$ cat config.mk
export PLATFORM = sky130hd
export DESIGN_NAME = serial_adder
export DESIGN_NICKNAME = d
export VERILOG_FILES = /design/src/rtl/serial_adder_pkg.sv /design/src/rtl/serial_adder_digit_adder.sv /design/src/rtl/serial_adder.sv
export SDC_FILE = /design/constraint.sdc
export NUM_CORES = 1
export LEC_CHECK = 0
export ABC_AREA = 1
export BUFFER_PORTS_ARGS = -buffer_cell sky130_fd_sc_hd__buf_2
export CAP_MARGIN = 20
export CORE_MARGIN = 2
export CORE_UTILIZATION = 40
export CTS_BUF_LIST = sky130_fd_sc_hd__clkbuf_16
export DETAILED_ROUTE_END_ITERATION = 12
export PLACE_DENSITY = 0.61
export SLEW_MARGIN = 40
export SYNTH_ARGS = -nofsm -noshare
export SYNTH_HDL_FRONTEND = slang
export SYNTH_HIERARCHICAL = 1
export SYNTH_SLANG_ARGS = --single-unit
$ cat constraint.sdc
create_clock -name clk -period 3.1 [get_ports clk]
set_input_delay 0.465 -clock clk [delete_from_list [all_inputs] [get_ports clk]]
set_output_delay 0.465 -clock clk [all_outputs]
set_load 0.02 [all_outputs]
$ cat src/rtl/serial_adder_pkg.sv
// Shared ALU encodings for the serial adder/subtractor:
// op codes, FSM states and the {Z,N,C,V} status-flag packing.
package serial_adder_pkg;

  localparam logic [1:0] OP_ADD = 2'b00;
  localparam logic [1:0] OP_ADC = 2'b01;
  localparam logic [1:0] OP_SUB = 2'b10;
  localparam logic [1:0] OP_SBC = 2'b11;

  localparam logic [1:0] ST_IDLE = 2'd0;
  localparam logic [1:0] ST_RUN  = 2'd1;
  localparam logic [1:0] ST_DONE = 2'd2;

  // Bit order matches the status register: {Z,N,C,V}.
  typedef struct packed {
    logic z;
    logic n;
    logic c;
    logic v;
  } flags_t;

  localparam int FLAG_V = 0;
  localparam int FLAG_C = 1;
  localparam int FLAG_N = 2;
  localparam int FLAG_Z = 3;

  // Subtraction is a + ~b + carry; op[1] selects it.
  function automatic logic op_is_sub(
    input logic [1:0] op
  );
    return op[1];
  endfunction

  // Initial carry: fixed for ADD/SUB, caller's cin for ADC/SBC.
  function automatic logic op_k0(
    input logic [1:0] op,
    input logic       cin
  );
    logic k;
    k = 1'b0;
    unique case (op)
      OP_ADD:  k = 1'b0;
      OP_ADC:  k = cin;
      OP_SUB:  k = 1'b1;
      OP_SBC:  k = cin;
      default: k = 1'b0;
    endcase
    return k;
  endfunction

endpackage

$ cat src/rtl/serial_adder_digit_adder.sv
// DIGIT-wide combinational ripple adder for one serial step.
// Ports: x, y operand digits; ci carry in; s digit sum; co carry out.
module full_adder (
  input  logic a,
  input  logic b,
  input  logic ci,
  output logic s,
  output logic co
);

  assign s  = a ^ b ^ ci;
  assign co = (a & b) | (ci & (a ^ b));

endmodule

module digit_adder #(
  parameter int DIGIT = 4
) (
  input  logic [DIGIT-1:0] x,
  input  logic [DIGIT-1:0] y,
  input  logic             ci,
  output logic [DIGIT-1:0] s,
  output logic             co
);

  logic [DIGIT:0] cc;

  assign cc[0] = ci;

  for (genvar i = 0; i < DIGIT; i++) begin : g_fa
    full_adder u_fa (
      .a  (x[i]),
      .b  (y[i]),
      .ci (cc[i]),
      .s  (s[i]),
      .co (cc[i+1])
    );
  end

  assign co = cc[DIGIT];

endmodule

$ cat src/rtl/serial_adder.sv
// Multi-cycle ADD/ADC/SUB/SBC, DIGIT bits per clock, LSB first.
// Ports: clk, rst_n; in_valid/in_ready + a, b, cin, op;
//        out_valid/out_ready + sum and z, n, c, v flags.
module serial_adder
  import serial_adder_pkg::*;
#(
  parameter int WIDTH = 16,
  parameter int DIGIT = 4
) (
  input  logic             clk,
  input  logic             rst_n,
  input  logic             in_valid,
  output logic             in_ready,
  input  logic [WIDTH-1:0] a,
  input  logic [WIDTH-1:0] b,
  input  logic             cin,
  input  logic [1:0]       op,
  output logic             out_valid,
  input  logic             out_ready,
  output logic [WIDTH-1:0] sum,
  output logic             z,
  output logic             n,
  output logic             c,
  output logic             v
);

  localparam int NDIG = WIDTH / DIGIT;
  localparam int CW   = (NDIG > 1) ? $clog2(NDIG) : 1;
  localparam logic [CW-1:0] LAST = CW'(NDIG - 1);

  logic [1:0]       state_q, state_d;
  logic [CW-1:0]    cnt_q, cnt_d;
  logic [WIDTH-1:0] a_q, a_d;
  logic [WIDTH-1:0] b_q, b_d;
  logic [WIDTH-1:0] sum_q, sum_d;
  logic             k_q, k_d;
  logic             zacc_q, zacc_d;
  logic             amsb_q, amsb_d;
  logic             bmsb_q, bmsb_d;
  flags_t           flg_q, flg_d;

  logic [DIGIT-1:0] dig_s;
  logic             dig_co;
  logic             dig_zero;
  logic [WIDTH-1:0] b_eff;

  // Widened copies so the shift works for DIGIT == WIDTH too.
  logic [WIDTH+DIGIT-1:0] sum_cat;
  logic [WIDTH+DIGIT-1:0] a_cat;
  logic [WIDTH+DIGIT-1:0] b_cat;

  logic is_idle, is_run, is_done;

  assign is_idle = (state_q == ST_IDLE);
  assign is_run  = (state_q == ST_RUN);
  assign is_done = (state_q == ST_DONE);

  digit_adder #(
    .DIGIT (DIGIT)
  ) u_dig (
    .x  (a_q[DIGIT-1:0]),
    .y  (b_q[DIGIT-1:0]),
    .ci (k_q),
    .s  (dig_s),
    .co (dig_co)
  );

  assign dig_zero = (dig_s == '0);
  assign b_eff    = op_is_sub(op) ? ~b : b;
  assign sum_cat  = {dig_s, sum_q};
  assign a_cat    = {{DIGIT{1'b0}}, a_q};
  assign b_cat    = {{DIGIT{1'b0}}, b_q};

  always_comb begin
    state_d = state_q;
    cnt_d   = cnt_q;
    a_d     = a_q;
    b_d     = b_q;
    sum_d   = sum_q;
    k_d     = k_q;
    zacc_d  = zacc_q;
    amsb_d  = amsb_q;
    bmsb_d  = bmsb_q;
    flg_d   = flg_q;
    unique case (1'b1)
      is_idle: begin
        if (in_valid) begin
          a_d     = a;
          b_d     = b_eff;
          k_d     = op_k0(op, cin);
          amsb_d  = a[WIDTH-1];
          bmsb_d  = b_eff[WIDTH-1];
          cnt_d   = '0;
          zacc_d  = 1'b1;
          state_d = ST_RUN;
        end
      end
      is_run: begin
        sum_d  = sum_cat[WIDTH+DIGIT-1:DIGIT];
        a_d    = a_cat[WIDTH+DIGIT-1:DIGIT];
        b_d    = b_cat[WIDTH+DIGIT-1:DIGIT];
        k_d    = dig_co;
        zacc_d = zacc_q & dig_zero;
        cnt_d  = cnt_q + CW'(1);
        if (cnt_q == LAST) begin
          // Final digit holds the result MSB.
          flg_d.c = dig_co;
          flg_d.n = dig_s[DIGIT-1];
          flg_d.z = zacc_q & dig_zero;
          flg_d.v = (amsb_q ~^ bmsb_q)
                  & (amsb_q ^ dig_s[DIGIT-1]);
          cnt_d   = '0;
          state_d = ST_DONE;
        end
      end
      is_done: begin
        if (out_ready) begin
          state_d = ST_IDLE;
        end
      end
      default: state_d = ST_IDLE;
    endcase
  end

  always_ff @(posedge clk or negedge rst_n) begin
    if (!rst_n) begin
      state_q <= ST_IDLE;
      cnt_q   <= '0;
      a_q     <= '0;
      b_q     <= '0;
      sum_q   <= '0;
      k_q     <= 1'b0;
      zacc_q  <= 1'b0;
      amsb_q  <= 1'b0;
      bmsb_q  <= 1'b0;
      flg_q   <= '0;
    end else begin
      state_q <= state_d;
      cnt_q   <= cnt_d;
      a_q     <= a_d;
      b_q     <= b_d;
      sum_q   <= sum_d;
      k_q     <= k_d;
      zacc_q  <= zacc_d;
      amsb_q  <= amsb_d;
      bmsb_q  <= bmsb_d;
      flg_q   <= flg_d;
    end
  end

  assign in_ready  = is_idle;
  assign out_valid = is_done;
  assign sum       = sum_q;
  assign z         = flg_q.z;
  assign n         = flg_q.n;
  assign c         = flg_q.c;
  assign v         = flg_q.v;

endmodule

==> impl_metrics.env <==
export IMPL_cts_tree="done"
export IMPL_worstMarginPinSlew_ps=571.5
export IMPL_overflow=0
export IMPL_coreArea_sq_um=6869
export IMPL_hold_violations=0
export IMPL_period_share=0.8431
export IMPL_utilization=0.5091
export IMPL_first_iter_violations=70
export IMPL_ir_worst_vdd_mv=0.3631
export IMPL_clkSinkCount=60
export IMPL_fmax_ghz=0.3826
export IMPL_die_w_um=88.49
export IMPL_netlist_top_cells_area="dfrtp_1 53%, nand2_1 27%, o21ai_0 3.9%, inv_1 3.5%, fa_1 2.8%"
export IMPL_finalSetupViolations=0
export IMPL_crit_type="reg -> reg"
export IMPL_globalplace_congestion=0.7876
export IMPL_drive_gt1_frac=0.1944
export IMPL_maxSlewHeadroom=0.6181
export IMPL_dr_total_vias=2351
export IMPL_initial_utilization=0.4157
export IMPL_yosysTopAreaCellShare=0.5259
export IMPL_cp_startpoint="a_q[0]"
export IMPL_setup_ws_ps=486.4
export IMPL_clk_path_buf_depth=2
export IMPL_antenna_found_initial=0
export IMPL_drcViolationCount=0
export IMPL_cts_buffers=9
export IMPL_ant_nets=0
export IMPL_grt_usage=0.1708
export IMPL_root_buffer="clkbuf_16"
export IMPL_fin_setup_tns_ps=0
export IMPL_io_pins=61
export IMPL_ys_ff_latch=60
export IMPL_ys_types=19
export IMPL_finalClockSkew_ps=5.792
export IMPL_cp_num_buf_inv=1
export IMPL_portBuffers=60
export IMPL_synth_seq_area_share=0.5259
export IMPL_cp_max_fo=3
export IMPL_async_reset_ff_frac=1.000
export IMPL_cp_start_kind="flop"
export IMPL_slew_violations=0
export IMPL_fin_crit_ps=2614
export IMPL_htree_levels=3
export IMPL_fp_dieH_um=88.49
export IMPL_totalPowerFinal_w=0.003684
export IMPL_slowest_stage="fa_1"
export IMPL_yosysTopAreaCell="dfrtp_1"
export IMPL_status="completed"
export IMPL_ys_top_cells_by_count="207 x nand2_1, 60 x dfrtp_1, 27 x inv_1"
export IMPL_grt_setup_unrepaired="false"
export IMPL_crit_required_ps=3310
export IMPL_worstPathArrival_ps=2820
export IMPL_post_drt_via_cell_ratio=4.453
export IMPL_fp_row_count=30
export IMPL_grt_first_pass_wirelength_mm=10.16
export IMPL_power_leakage_nw=1.994
export IMPL_drv_cap=0
export IMPL_routedWlPerCell_um=11.23
export IMPL_ys_warn_count=6
export IMPL_hold_slack_ps=136.5
export IMPL_cp_cell_sequence="fa_1 > fa_1 > fa_1 > fa_1 > inv_1 > nand3_1 > o21ai_0 > nand2_1 > nand2_1"
export IMPL_grt_max_degree=45
export IMPL_hold_path_class="in -> async"
export IMPL_grt_pass1_vias=2163
export IMPL_crit_path_end_kind="flop"
export IMPL_area_growth_pct=22.48
export IMPL_cts_setup_buffers=0
export IMPL_die_area_sq_um=7830
export IMPL_hpwlAfterDp_mm=4.151
export IMPL_reg2reg_from="a_q[0]"
export IMPL_path_depth=9
export IMPL_cts_hold_fix_buffers=0
export IMPL_clk_latency_ps=320
export IMPL_p_per_area_nw_per_um2=1053
export IMPL_wl_mm=5.929
export IMPL_synth_edf_count=0
export IMPL_ff2ff_path_depth=9
export IMPL_syn_num_nets=411
export IMPL_post_place_ws_ps=516.2
export IMPL_drtPass1Iterations=4
export IMPL_ys_flop_type="dfrtp_1"
export IMPL_cts_resized=0
export IMPL_path_clk_slew_ps=50
export IMPL_synth_cells=367
export IMPL_insertedDiodeCount=0
export IMPL_post_synth_top_count_cell="nand2_1"
export IMPL_critPathTopFamily="adder cells"
export IMPL_syn_area_per_cell_sq_um=7.780
export IMPL_slowest_delay_ps=540
export IMPL_crit_path_frequent_cell="fa_1"
export IMPL_syn_area_sq_um=2855
export IMPL_final_net_count=471
layout make-up:
cell class              count  area, sq um
fillers                   697         3372
multi-input cells         262         1145
clock buffers               9        225.2
inverters                  30        112.6
flip-flops and latches     60         1501
repair buffers             64        332.8
clock inverters             7        60.06
well taps                  96        120.1
cell families (layout without fill, tap and decap cells):
logic type,Yosys count,in the layout,synth area share
DFF,60,60,0.5259
adders and majority gates,5,5,0.03243
xor gates and xnor gates,4,4,0.01227
and+or+nand+nor,227,227,0.3076
buffers and inverters,45,110,0.07406
AOI/OAI and AO/OA,26,26,0.04777
where the power goes:
group          switching (W)  internal [W]
sequential          0.000210       0.00113
combinational       0.000940      0.000471
clock               0.000326      0.000610
sequential cells by signal (all words and copies together) (netlist names):
name,flops
a_q,16
b_q,16
sum,16
cnt_q,2
state_q,2
amsb_q,1
bmsb_q,1
c,1
k_q,1
n,1
v,1
z,1
zacc_q,1
cell usage in the layout (no fill, tap or decap), drive strengths merged, types with 3 or more instances in the layout:
cell	count
buf	64
clkinv	3
nand3	15
nor2	5
fa	4
o21ai	25
xnor2	3
nand2	207
inv	32
clkbuf	9
dfrtp	60
per-stage QoR:
step,area (sq um),std cells
after floorplan,2855,367
after global placement,3207,512
after detailed placement,3209,512
after CTS,3495,528
after global routing,3497,528
final,3497,528
layer usage:
layer	vias to the layer above	global-route usage	wire length, um
li1	1234	-	-
met1	1054	0.2373	2905
met2	58	0.2543	2682
met3	5	0.03825	269
met4	0	0.08264	71
met5	-	0	0
final timing paths:
check | slack, ps | endpoint
max in group asynchronous | 2410 | cnt_q[1]
worst max-delay path | 490 | v
worst min-delay path | 140 | sum[2]
worst max register to register | 490 | v
worst min register to register | 470 | sum[3]
min in group clk | 330 | state_q[1]
worst reg2reg max path, delay by kind of cell, from the launching register on:
| kind | cells | cell delay [ps] |
|---|---|---|
| and+or+nand+nor | 3 | 180 |
| buffers and inverters | 1 | 80 |
| adders and majority gates | 4 | 1770 |
| DFF | 1 | 400 |
| AOI/OAI and AO/OA | 1 | 70 |
No activity file was read; power rests on OpenSTA's default activity.
